## src/rtl/wb_sram_bridge.sv

```systemverilog
// Wishbone slave front-end: registers one in-window request and holds it for the split stage until rvalid, then acks once.
// Optional REQ timeout with saturating error count when WB_SRAM_BRIDGE_TIMEOUT_EN is defined.
module wb_sram_bridge #(
  parameter logic [31:0] BASE_ADDR      = 32'h3000_0000,
  parameter int          TIMEOUT_CYCLES = 64
) (
  input  logic        wb_clk_i,
  input  logic        wb_rst_i,
  input  logic        wbs_cyc_i,
  input  logic        wbs_stb_i,
  input  logic        wbs_we_i,
  input  logic [3:0]  wbs_sel_i,
  input  logic [31:0] wbs_adr_i,
  input  logic [31:0] wbs_dat_i,
  output logic        wbs_ack_o,
  output logic [31:0] wbs_dat_o,
  output logic [10:0] mem_addr_o,
  output logic [3:0]  mem_be_o,
  output logic [31:0] mem_wdata_o,
  output logic        mem_we_o,
  output logic        mem_stb_o,
  output logic        mem_cyc_o,
  input  logic [31:0] mem_rdata_i,
  input  logic        mem_rvalid_i,
  output logic [7:0]  err_cnt_o
);

  typedef enum logic [1:0] {IDLE, REQ, RESP} state_t;

  localparam logic [15:0] TMO_LAST = 16'(TIMEOUT_CYCLES - 1);

  state_t      r_state;
  logic [10:0] r_addr;
  logic [3:0]  r_be;
  logic [31:0] r_wdata;
  logic        r_we;
  logic        r_stb;
  logic        r_ack;
  logic [31:0] r_dat;
  logic        r_abort;
`ifdef WB_SRAM_BRIDGE_TIMEOUT_EN
  logic [15:0] r_tcnt;
  logic [7:0]  r_err_cnt;
`endif

  logic w_hit;
  logic w_abort_now;
  logic w_unused;

  assign w_hit       = wbs_cyc_i & wbs_stb_i & (wbs_adr_i[31:13] == BASE_ADDR[31:13]);
  // The completing cycle itself can carry the cyc drop, so fold it into the ack decision.
  assign w_abort_now = r_abort | ~wbs_cyc_i;
  assign w_unused    = &{1'b0, wbs_adr_i[1:0], TMO_LAST};

  always_ff @(posedge wb_clk_i or posedge wb_rst_i) begin
    if (wb_rst_i) begin
      r_state   <= IDLE;
      r_addr    <= '0;
      r_be      <= '0;
      r_wdata   <= '0;
      r_we      <= 1'b0;
      r_stb     <= 1'b0;
      r_ack     <= 1'b0;
      r_dat     <= '0;
      r_abort   <= 1'b0;
`ifdef WB_SRAM_BRIDGE_TIMEOUT_EN
      r_tcnt    <= '0;
      r_err_cnt <= '0;
`endif
    end else begin
      case (r_state)
        IDLE: begin
          r_ack   <= 1'b0;
          r_dat   <= '0;
          r_abort <= 1'b0;
          if (w_hit) begin
            r_addr  <= wbs_adr_i[12:2];
            r_be    <= wbs_sel_i;
            r_wdata <= wbs_dat_i;
            r_we    <= wbs_we_i;
            r_stb   <= 1'b1;
            r_state <= REQ;
`ifdef WB_SRAM_BRIDGE_TIMEOUT_EN
            r_tcnt  <= '0;
`endif
          end
        end
        REQ: begin
          if (!wbs_cyc_i) r_abort <= 1'b1;
          if (mem_rvalid_i) begin
            r_dat   <= r_we ? 32'h0 : mem_rdata_i;
            r_ack   <= ~w_abort_now;
            r_stb   <= 1'b0;
            r_state <= RESP;
          end
`ifdef WB_SRAM_BRIDGE_TIMEOUT_EN
          else if (r_tcnt == TMO_LAST) begin
            r_dat   <= 32'hDEAD_BEEF;
            r_ack   <= ~w_abort_now;
            r_stb   <= 1'b0;
            r_state <= RESP;
            if (r_err_cnt != 8'hFF) r_err_cnt <= r_err_cnt + 8'd1;
          end else begin
            r_tcnt <= r_tcnt + 16'd1;
          end
`endif
        end
        RESP: begin
          r_ack   <= 1'b0;
          r_dat   <= '0;
          r_abort <= 1'b0;
          r_state <= IDLE;
        end
        default: r_state <= IDLE;
      endcase
    end
  end

  assign wbs_ack_o   = r_ack;
  assign wbs_dat_o   = r_dat;
  assign mem_addr_o  = r_addr;
  assign mem_be_o    = r_be;
  assign mem_wdata_o = r_wdata;
  assign mem_we_o    = r_we;
  assign mem_stb_o   = r_stb;
  assign mem_cyc_o   = r_stb;
`ifdef WB_SRAM_BRIDGE_TIMEOUT_EN
  assign err_cnt_o   = r_err_cnt;
`else
  assign err_cnt_o   = 8'd0;
`endif

endmodule

```

## config.mk

```make
export PLATFORM = sky130hd
export DESIGN_NAME = wb_sram_bridge
export DESIGN_NICKNAME = d
export VERILOG_FILES = /design/src/rtl/wb_sram_bridge.sv
export SDC_FILE = /design/constraint.sdc
export NUM_CORES = 1
export LEC_CHECK = 0
export BUFFER_PORTS_ARGS = -buffer_cell sky130_fd_sc_hd__buf_2
export CAP_MARGIN = 5
export CELL_PAD_IN_SITES_DETAIL_PLACEMENT = 0
export CELL_PAD_IN_SITES_GLOBAL_PLACEMENT = 2
export CORE_AREA = 4 4 113 115
export CTS_CLUSTER_SIZE = 16
export DETAILED_ROUTE_END_ITERATION = 10
export DIE_AREA = 0 0 117 119
export PLACE_DENSITY = 0.84
export SLEW_MARGIN = 15
export SYNTH_ARGS = -nofsm -noshare
export SYNTH_HDL_FRONTEND = slang
export SYNTH_SLANG_ARGS = --single-unit
```

## constraint.sdc

```tcl
create_clock -name wb_clk_i -period 6.4 [get_ports wb_clk_i]
set_input_delay 0.32 -clock wb_clk_i [delete_from_list [all_inputs] [get_ports wb_clk_i]]
set_output_delay 0.32 -clock wb_clk_i [all_outputs]
set_load 0.05 [all_outputs]
```

; ---- Word-level counts from Yosys, hierarchy flattened
; Index checks and enable logic that the tools add are counted.
[word_totals]
reg_bits = 85
latch_bits = 0
ram_bits = 0
mem_bits_ro = 0
input_bits = 106
out_inout_bits = 91
wordCells = 42
memories = 0
[classes]
n_addsub = 0
multipliers = 0
n_div = 0
n_lt_le_gt_ge = 0
n_eq_ne = 6
n_shift = 0
n_mux = 13
bitwise_logic = 5
n_reduce_logical = 9
[ops]
columns = cell, n
row1 = 32-bit two-way mux, 2
row2 = 32-bit case mux with 2 select lines, 1
row3 = "19-bit by 17-bit equality test with 1-bit output, second input constant", 1
row4 = 2-bit AND reduction, 4
row5 = "2-bit inequality test, second input constant", 3
row6 = 1-bit case mux with 2 select lines, 3
row7 = 1-bit two-way mux, 4
row8 = 2-bit two-way mux, 2
row9 = 2-bit case mux with 2 select lines, 1
row10 = 2-bit nonzero test, 2
row11 = 3-bit AND reduction, 1
row12 = 1-bit bitwise AND, 2
row13 = "2-bit by 1-bit equality test with 1-bit output, second input constant", 1
row14 = "2-bit equality test, second input constant", 1
row15 = 2-bit logical NOT, 1
row16 = 1-bit inverter, 2
row17 = 2-bit OR reduction, 1
row18 = 1-bit bitwise OR, 1

; ---- Logic depth before layout (Yosys ltp)
; Gate-level depths: netlist of run 1.
[depth]
ltp_word = 5
mapped_depth = 6
mapped_depth_nobuf = 4

; ---- Worst setup path before layout of run 1
; No wires, ideal clock.
[synth_timing]
path_kind = flip-flop to flip-flop
from = register r_state[0]
to = register r_addr[6], in the netlist mem_addr_o[6]
setup_ns = 0.127
t_arrival_ns = 1.580
t_required_ns = 6.273
slack_ns = 4.692
path_stages_with_launch = 7
n_path_buf = 2
synth_period_minus_slack_ns = 1.708
path_cell_list = dfrtp_1 > nor4b_2 > nand4_1 > nor2_2 > buf_6 > buf_12 > mux2_1
[synth_via]
elab_chain_len = 2
[synth_lines]
columns = item, line
row1 = start: declaration, 32  ; state_t r_state;
row2 = start signal: assignment, 57  ; r_state <= IDLE;
row3 = start signal: assignment, 82  ; r_state <= REQ;
row4 = start signal: assignment, 94  ; r_state <= RESP;
row5 = 2-bit logical NOT, 71  ; case (r_state)
row6 = 2-bit AND reduction (no line), -
row7 = end signal: assignment, 77  ; r_addr <= wbs_adr_i[12:2];
row8 = end: declaration, 33  ; logic [10:0] r_addr;
; No other way between the ends.
; A chain may end at the register's enable or synchronous reset.

; ---- Final worst setup path of run 1
[layout_timing]
from = register r_state[0]
to = register r_be[0], in the netlist mem_be_o[0]
[layout_via]
elab_chain_len = 2
[layout_lines]
columns = item, line
row1 = 2-bit logical NOT, 71
row2 = 2-bit AND reduction (no line), -
row3 = end signal: assignment, 78  ; r_be <= wbs_sel_i;
row4 = end: declaration, 34  ; logic [3:0] r_be;
; No other way between the ends.

==> results by group, run 1 <==
Clock tree
  – TritonCTS clock tree: yes
  – Clock transition at path regs: 0.06 ns
  – CTS Sinks: between 80 and 90
  – Post-CTS setup repair buffer count: 0
  – CTS Buf Count: 9
  – Number of hold buffers added after CTS: 0
  – Clk_lat worst skew: about 0.33 ns
  – Cts repair resizes: 0
  – H-tree depth: 3
  – CTS Root Cell: clkbuf_16
  – Clock tree buffer depth: 2

Worst setup path
  – Req. time, crit path: about 6.6 ns
  – Worst setup path category: flip-flop to flip-flop
  – Crit end category: flip-flop
  – Critical-path cell list: nor4b_2 -> nand4_1 -> nor2_4 -> buf_4 -> mux2_2
  – Max stage delay on crit path: ~0.54 ns
  – Startpoint types: flip-flop
  – Slowest CP cell: buf_4
  – WP data arrival: around 2.5 ns
  – CP Max Fanout: 45

Cells and area
  – Non-Filler Instances: ~550
  – Layout Nets: roughly 500
  – Design area: between 4000 and 5000 um^2
  – Fraction of layout cells with a size suffix above 1: between 60% and 70%
  – Diode count: 0
  – Area grow syn2layout: 40.4%
  – Util after Layout: between 30% and 40%

Yosys
  – Synth top cells by count: dfrtp_1 (85), mux2_2 (39), a22o_1 (32)
  – Syn_area_per_cell: 15.6 um^2
  – Asr flop ratio synth: 100%
  – Register area share after synthesis: between 60% and 70%
  – Post-synth EDFFs: 0
  – Top FF cell, synth: dfrtp_1
  – Most common cell in the netlist: dfrtp_1
  – Yosys reg bits: 85
  – Yosys warning count: 0
  – Mapped Area: roughly 3300 um^2
  – Synth top area cells: dfrtp_1 (65%), mux2_2 (13%), a22o_1 (8.6%), mux2_4 (3.7%), buf_4 (2.8%)
  – Top cell type's share of synthesized area: 65.2%
  – Library cells used by synthesis: 27
  – Mapped Cells: between 200 and 250
  – Cell taking the most area after synthesis: dfrtp_1

Outcome
  – Status: finished clean

Route
  – Final wirelength: 7.78 mm
  – DRT iter0 DRCs: a little under 90
  – Avg Vias per Cell: 4.30
  – 1st-pass router iterations: 4
  – DR DRC count: 0
  – WL per Instance: 14.2 um
  – Vias: 2357
  – Final ANT Viol Nets: 0

Pwr
  – Pleak: between 2 and 3 nW
  – Cell Pwr Density: roughly 230 nW/um^2
  – Power, Total: roughly 1.1 mW
  – Worst vdd ir: approximately 0.09 mV

Floorplan
  – Chip height: between 100 and 150 um
  – Initial Util: between 20% and 30%
  – DIE WIDTH: approximately 120 um
  – Num rows: 40
  – Die area: 13900 um^2
  – Ports: approximately 200
  – Core area: roughly 12000 um^2

Global route
  – Gr ovfl total: 0
  – Vias in the first global route: 2455
  – All-Layer GR Usage: roughly 11%
  – Initial antenna violation count: 0
  – First-pass GRT wire length: around 12 mm
  – Pin count of the biggest net entering global routing: between 80 and 90

Placement
  – Placer congestion estimate: between 0.7 and 0.8
  – Port Buf Inserts: between 150 and 200
  – Post-Place Setup Slack: 4.05 ns
  – HPWL Detailed: approximately 5.7 mm
  – DP Area: 4290 um^2
  – Placed insts: between 500 and 600

Timing
  – F_max: between 0.4 and 0.5 GHz
  – Slew headroom: between 50 and 60%
  – RSZ-0062 raised after global routing: false
  – Endpoints failing hold: 0
  – Fin Clk Skew: between 0.006 and 0.007 ns
  – Period utilisation layout: around a third
  – WHS: 0.193 ns
  – Setup TNS Final: 0 ns
  – Setup violators final: 0
  – Final worst setup slack: just over 4 ns
  – Slew @ Worst Pin: between 0.7 and 0.8 ns
  – Fin. max-slew vios: 0
  – Minimum clock period: ~2.2 ns

Hold path
  – Hold Path Class: input pin to asynchronous set/reset pin

Job
  – Max Cap Violations: 0
-- layout by cell type, fill, tap and decap left out --
cell / instances
o21ai_0: 1
nand2b_1: 1
clkinvlp_4: 3
clkinv_4: 1
nor2_4: 2
nand4_1: 1
clkbuf_16: 9
buf_2: 186
nor3_1: 1
dfrtp_1: 85
clkinv_2: 2
mux2_1: 1
mux2_2: 39
inv_1: 2
clkbuf_1: 1
a21o_1: 1
nand3_1: 1
clkbuf_8: 1
o32ai_1: 1
nor4b_1: 1
nand2_1: 1
nand3b_1: 1
a22o_1: 32
nor2_1: 3
nor4b_2: 1
mux2_4: 8
buf_6: 1
nor4bb_1: 1
nor4_1: 2
nor2_2: 1
buf_4: 2
conb_1: 8
-- flip-flops by register name, indices dropped and copies added (netlist names) --
signal	count
wbs_ack_o	1
mem_we_o	1
mem_addr_o	11
mem_be_o	4
mem_cyc_o	1
r_abort	1
wbs_dat_o	32
mem_wdata_o	32
r_state	2
-- logic make-up (layout without fill, tap and decap cells) --
group,Yosys count,after routing,share of synthesized area [%]
AND/OR/NAND/NOR,17,17,3.22
multiplexers,48,48,17.5
other,1,8,0.115
AO/OA/AOI/OAI,35,35,9.24
flip-flops,85,85,65.2
buffers and inverters,23,208,4.79
-- routing by layer --
| metal | routed length (um) | share of wire, % | vias to the layer above | global-route usage [%] |
|---|---|---|---|---|
| li1 | - | - | 1116 | - |
| met1 | 3370 | 43 | 1108 | 13.9 |
| met2 | 3460 | 44 | 127 | 16.9 |
| met3 | 880 | 11 | 6 | 5.03 |
| met4 | 72 | 0.93 | 0 | 3.44 |
| met5 | 0 | 0 | - | 0 |
-- worst paths after layout --
check,slack (ns),cells after the start,from,endpoint
max in group asynchronous,5.70,3,wb_rst_i,mem_cyc_o
min reg2reg,0.49,1,mem_addr_o[6],mem_addr_o[6]
min in group wb_clk_i,0.20,2,mem_rvalid_i,r_state[0]
max reg2reg,4.15,5,r_state[0],mem_be_o[0]
max,4.15,5,r_state[0],mem_be_o[0]
min,0.19,3,wb_rst_i,wbs_dat_o[5]
-- power breakdown --
part           total, mW  switching, mW  internal [mW]
Sequential         0.537     0.00000398          0.537
Combinational     0.0532         0.0295         0.0237
Clock              0.478          0.205          0.273
Total               1.07          0.234          0.834
-- critical path: cells and delay by family (launching register included) --
family	cells	cell delay [ns]
AND/OR/NAND/NOR	3	0.73
buffers and inverters	1	0.54
flip-flops	1	0.42
multiplexers	1	0.41
-- area by class of cell --
type                       count  area, um^2
timing repair buffer         189         957
tap                          147         184
clock inverter                 5        36.3
multi-input combinational    108        1020
clock buffer                  11         243
fill                        1180        7230
sequential                    85        2130
inverter                       3        12.5
(Power assumes the default switching activity.)
==> inputs of run 2 (changes only) <==
- CORE_AREA: 4 4 113 115 -> 4 4 118 120
- DIE_AREA: 0 0 117 119 -> 0 0 122 124
- PLACE_DENSITY: 0.84 -> 0.78
- clock period: 6.4 -> 2.3 ns (I/O delays scaled with it)
==> run 2 against run 1 <==
Sequential cell count unchanged; non-clock buffer count up 38; final cell count up 12%; critical path type unchanged; clock skew down 0.0012 ns; cell area up 9.4%; die area up 8.7%; wire length up 9.8%; total power rose to 2.9 times the previous value.
==> results by group, run 2 (synthesized netlist as in run 1, its figures left out) <==
Timing
  – RSZ-0062 raised after global routing: false
  – Setup TNS Final: 0 ns (unchanged)
  – Fin. max-slew vios: 0 (unchanged)
  – Setup violators final: 0 (unchanged)
  – Minimum clock period: 1.95 ns (-0.296 ns)
  – Endpoints failing hold: 0 (unchanged)
  – Fin Clk Skew: 0.00535 ns (-0.00115 ns)
  – Slew @ Worst Pin: 0.575 ns (-0.169 ns)
  – Period utilisation layout: 84.7% (+50 points)
  – Slew headroom: 61.7% (+11 points)
  – F_max: 0.513 GHz (+15%)

Floorplan
  – Core area: 13000 um^2 (+9.9%)
  – Num rows: 42 (+5.0%)
  – Chip height: 124 um (+4.2%)
  – Die area: 15100 um^2 (+8.7%)
  – Ports: 197 (unchanged)
  – DIE WIDTH: 122 um (+4.3%)
  – Initial Util: 25.1% (-2.5 points)

Worst setup path
  – CP Max Fanout: 36 (-20%)
  – Flop2flop setup slack: 0.35 ns (-3.80 ns)
  – Max stage delay on crit path: 0.41 ns (-0.13 ns)
  – Worst Setup SP: r_state[0]
  – Req. time, crit path: 2.51 ns (-4.10 ns)
  – Startpoint types: flip-flop
  – Critical-path cell list: nor4b_2 -> nand4_1 -> nor2_4 -> buf_12 -> mux2_2
  – WP data arrival: 2.16 ns (-0.29 ns)
  – R2R cell count: 5 (unchanged)
  – Crit end category: flip-flop
  – Worst setup path category: flip-flop to flip-flop
  – Reg-to-Reg End: mem_wdata_o[19]
  – Slowest CP cell: dfrtp_1
  – Worst flop-to-flop path startpoint: r_state[0]
  – Crit path to: mem_wdata_o[19]

Clock tree
  – Post-CTS setup repair buffer count: 0 (unchanged)
  – Clk_lat worst skew: 0.32 ns (about the same)
  – H-tree depth: 3 (unchanged)
  – Clock transition at path regs: 0.06 ns (about the same)
  – CTS Root Cell: clkbuf_16
  – CTS Sinks: 85 (unchanged)
  – TritonCTS clock tree: yes
  – Cts repair resizes: 0 (unchanged)
  – Number of hold buffers added after CTS: 34 (+34)
  – CTS Buf Count: 9 (unchanged)
  – Clock tree buffer depth: 2 (unchanged)

Pwr
  – Worst vdd ir: 0.261 mV (+190%)
  – Pleak: 2.83 nW (+6.8%)
  – Cell Pwr Density: 619 nW/um^2 (+170%)

Route
  – M1 wire length: 3.53 mm (+4.8%)
  – Vias: 2501 (+6.1%)
  – DRT iter0 DRCs: 68 (-23%)
  – DR WL met2: 4.05 mm (+17%)
  – Final ANT Viol Nets: 0 (unchanged)
  – Met3 WL: 839 um (-4.7%)
  – DR DRC count: 0 (unchanged)
  – Top Metal Used: met5
  – WL per Instance: 13.9 um (-2.2%)
  – 1st-pass router iterations: 4 (unchanged)
  – Final wirelength: 8.54 mm (+9.8%)
  – Avg Vias per Cell: 4.07 (-5.5%)

Hold path
  – Hold_sp: mem_rdata_i[12]
  – Hold Path Class: input pin to flip-flop

Cells and area
  – Fraction of layout cells with a size suffix above 1: 59.0% (-4.8 points)
  – Commonest non-fill, non-tap cell in the layout: buf_2
  – Commonest non-fill, non-tap cells in the layout: buf_2 (186), dfrtp_1 (85), mux2_2 (39)
  – Layout Nets: 540 (+7.6%)
  – Util after Layout: 38.6% (-0.19 points)
  – Diode count: 0 (unchanged)
  – Area grow syn2layout: 53.5%

Global route
  – Initial antenna violation count: 1 (+1)
  – Gr ovfl total: 0 (unchanged)
  – First-pass GRT wire length: 13.3 mm (+9.6%)
  – Pin count of the biggest net entering global routing: 46 (-47%)
  – Vias in the first global route: 2688 (+9.5%)
  – All-Layer GR Usage: 11.3% (+0.27 points)

Placement
  – Placer congestion estimate: 0.719 (-3.3%)
  – Port Buf Inserts: 186 (unchanged)
  – HPWL Detailed: 6.10 mm (+7.1%)

Outcome
  – Status: finished clean

Job
  – Max Cap Violations: 0 (unchanged)
==> run 2: layout make-up <==
cell class,count,area (um^2)
fillers,1269,7970
flip-flops and latches,85,2130
repair buffers,227,1340
multi-input cells,108,1020
clock buffers,11,243
well taps,176,220
clock inverters,5,50.0
inverters,3,15.0
==> run 2: through the flow <==
| step | instance area, um^2 | power [mW] | instances | hold slack, ns | worst slack [ns] |
|---|---|---|---|---|---|
| 2_1_floorplan | 3290 | 1.59 | 216 | 0.213 | 0.592 |
| 3_3_place_gp | 4370 | 1.67 | 564 | 0.303 | 0.352 |
| 3_5_place_dp | 4370 | 1.68 | 564 | 0.316 | 0.311 |
| 4_1_cts | 5000 | 3.16 | 614 | 0.000289 | 0.300 |
| 5_1_grt | 5010 | 3.25 | 615 | 0.000156 | 0.180 |
| 6_report | 5010 | 3.10 | 615 | 0.0123 | 0.351 |
==> run 2: metal layers <==
metal,global-route usage (%),up-vias
met2,19.0,131
met3,4.13,11
met5,0,-
met4,4.06,2
li1,-,1190
met1,13.4,1167
==> run 2: worst max-delay path: cells and delay by family, from the launching register on <==
family        cells  cell delay, ns
flops             1            0.41
mux               1            0.36
buf+inv           1            0.27
simple gates      3            0.78
==> run 2: where the power goes <==
group | internal, mW | total, mW | switching [mW]
Combinational | 0.105 | 0.197 | 0.0919
Clock | 0.863 | 1.41 | 0.547
Sequential | 1.50 | 1.50 | 0.0000111
==> run 2: how the worst min path moves through the flow <==
stage,depth (start not counted),to,slack [ns]
floorplan,1,r_state[0],0.21
global placement,3,wbs_dat_o[5],0.30
detailed placement,3,wbs_dat_o[21],0.32
CTS,2,mem_wdata_o[7],0.0003
global route,2,mem_wdata_o[30],0.0002
finish,2,wbs_dat_o[12],0.01
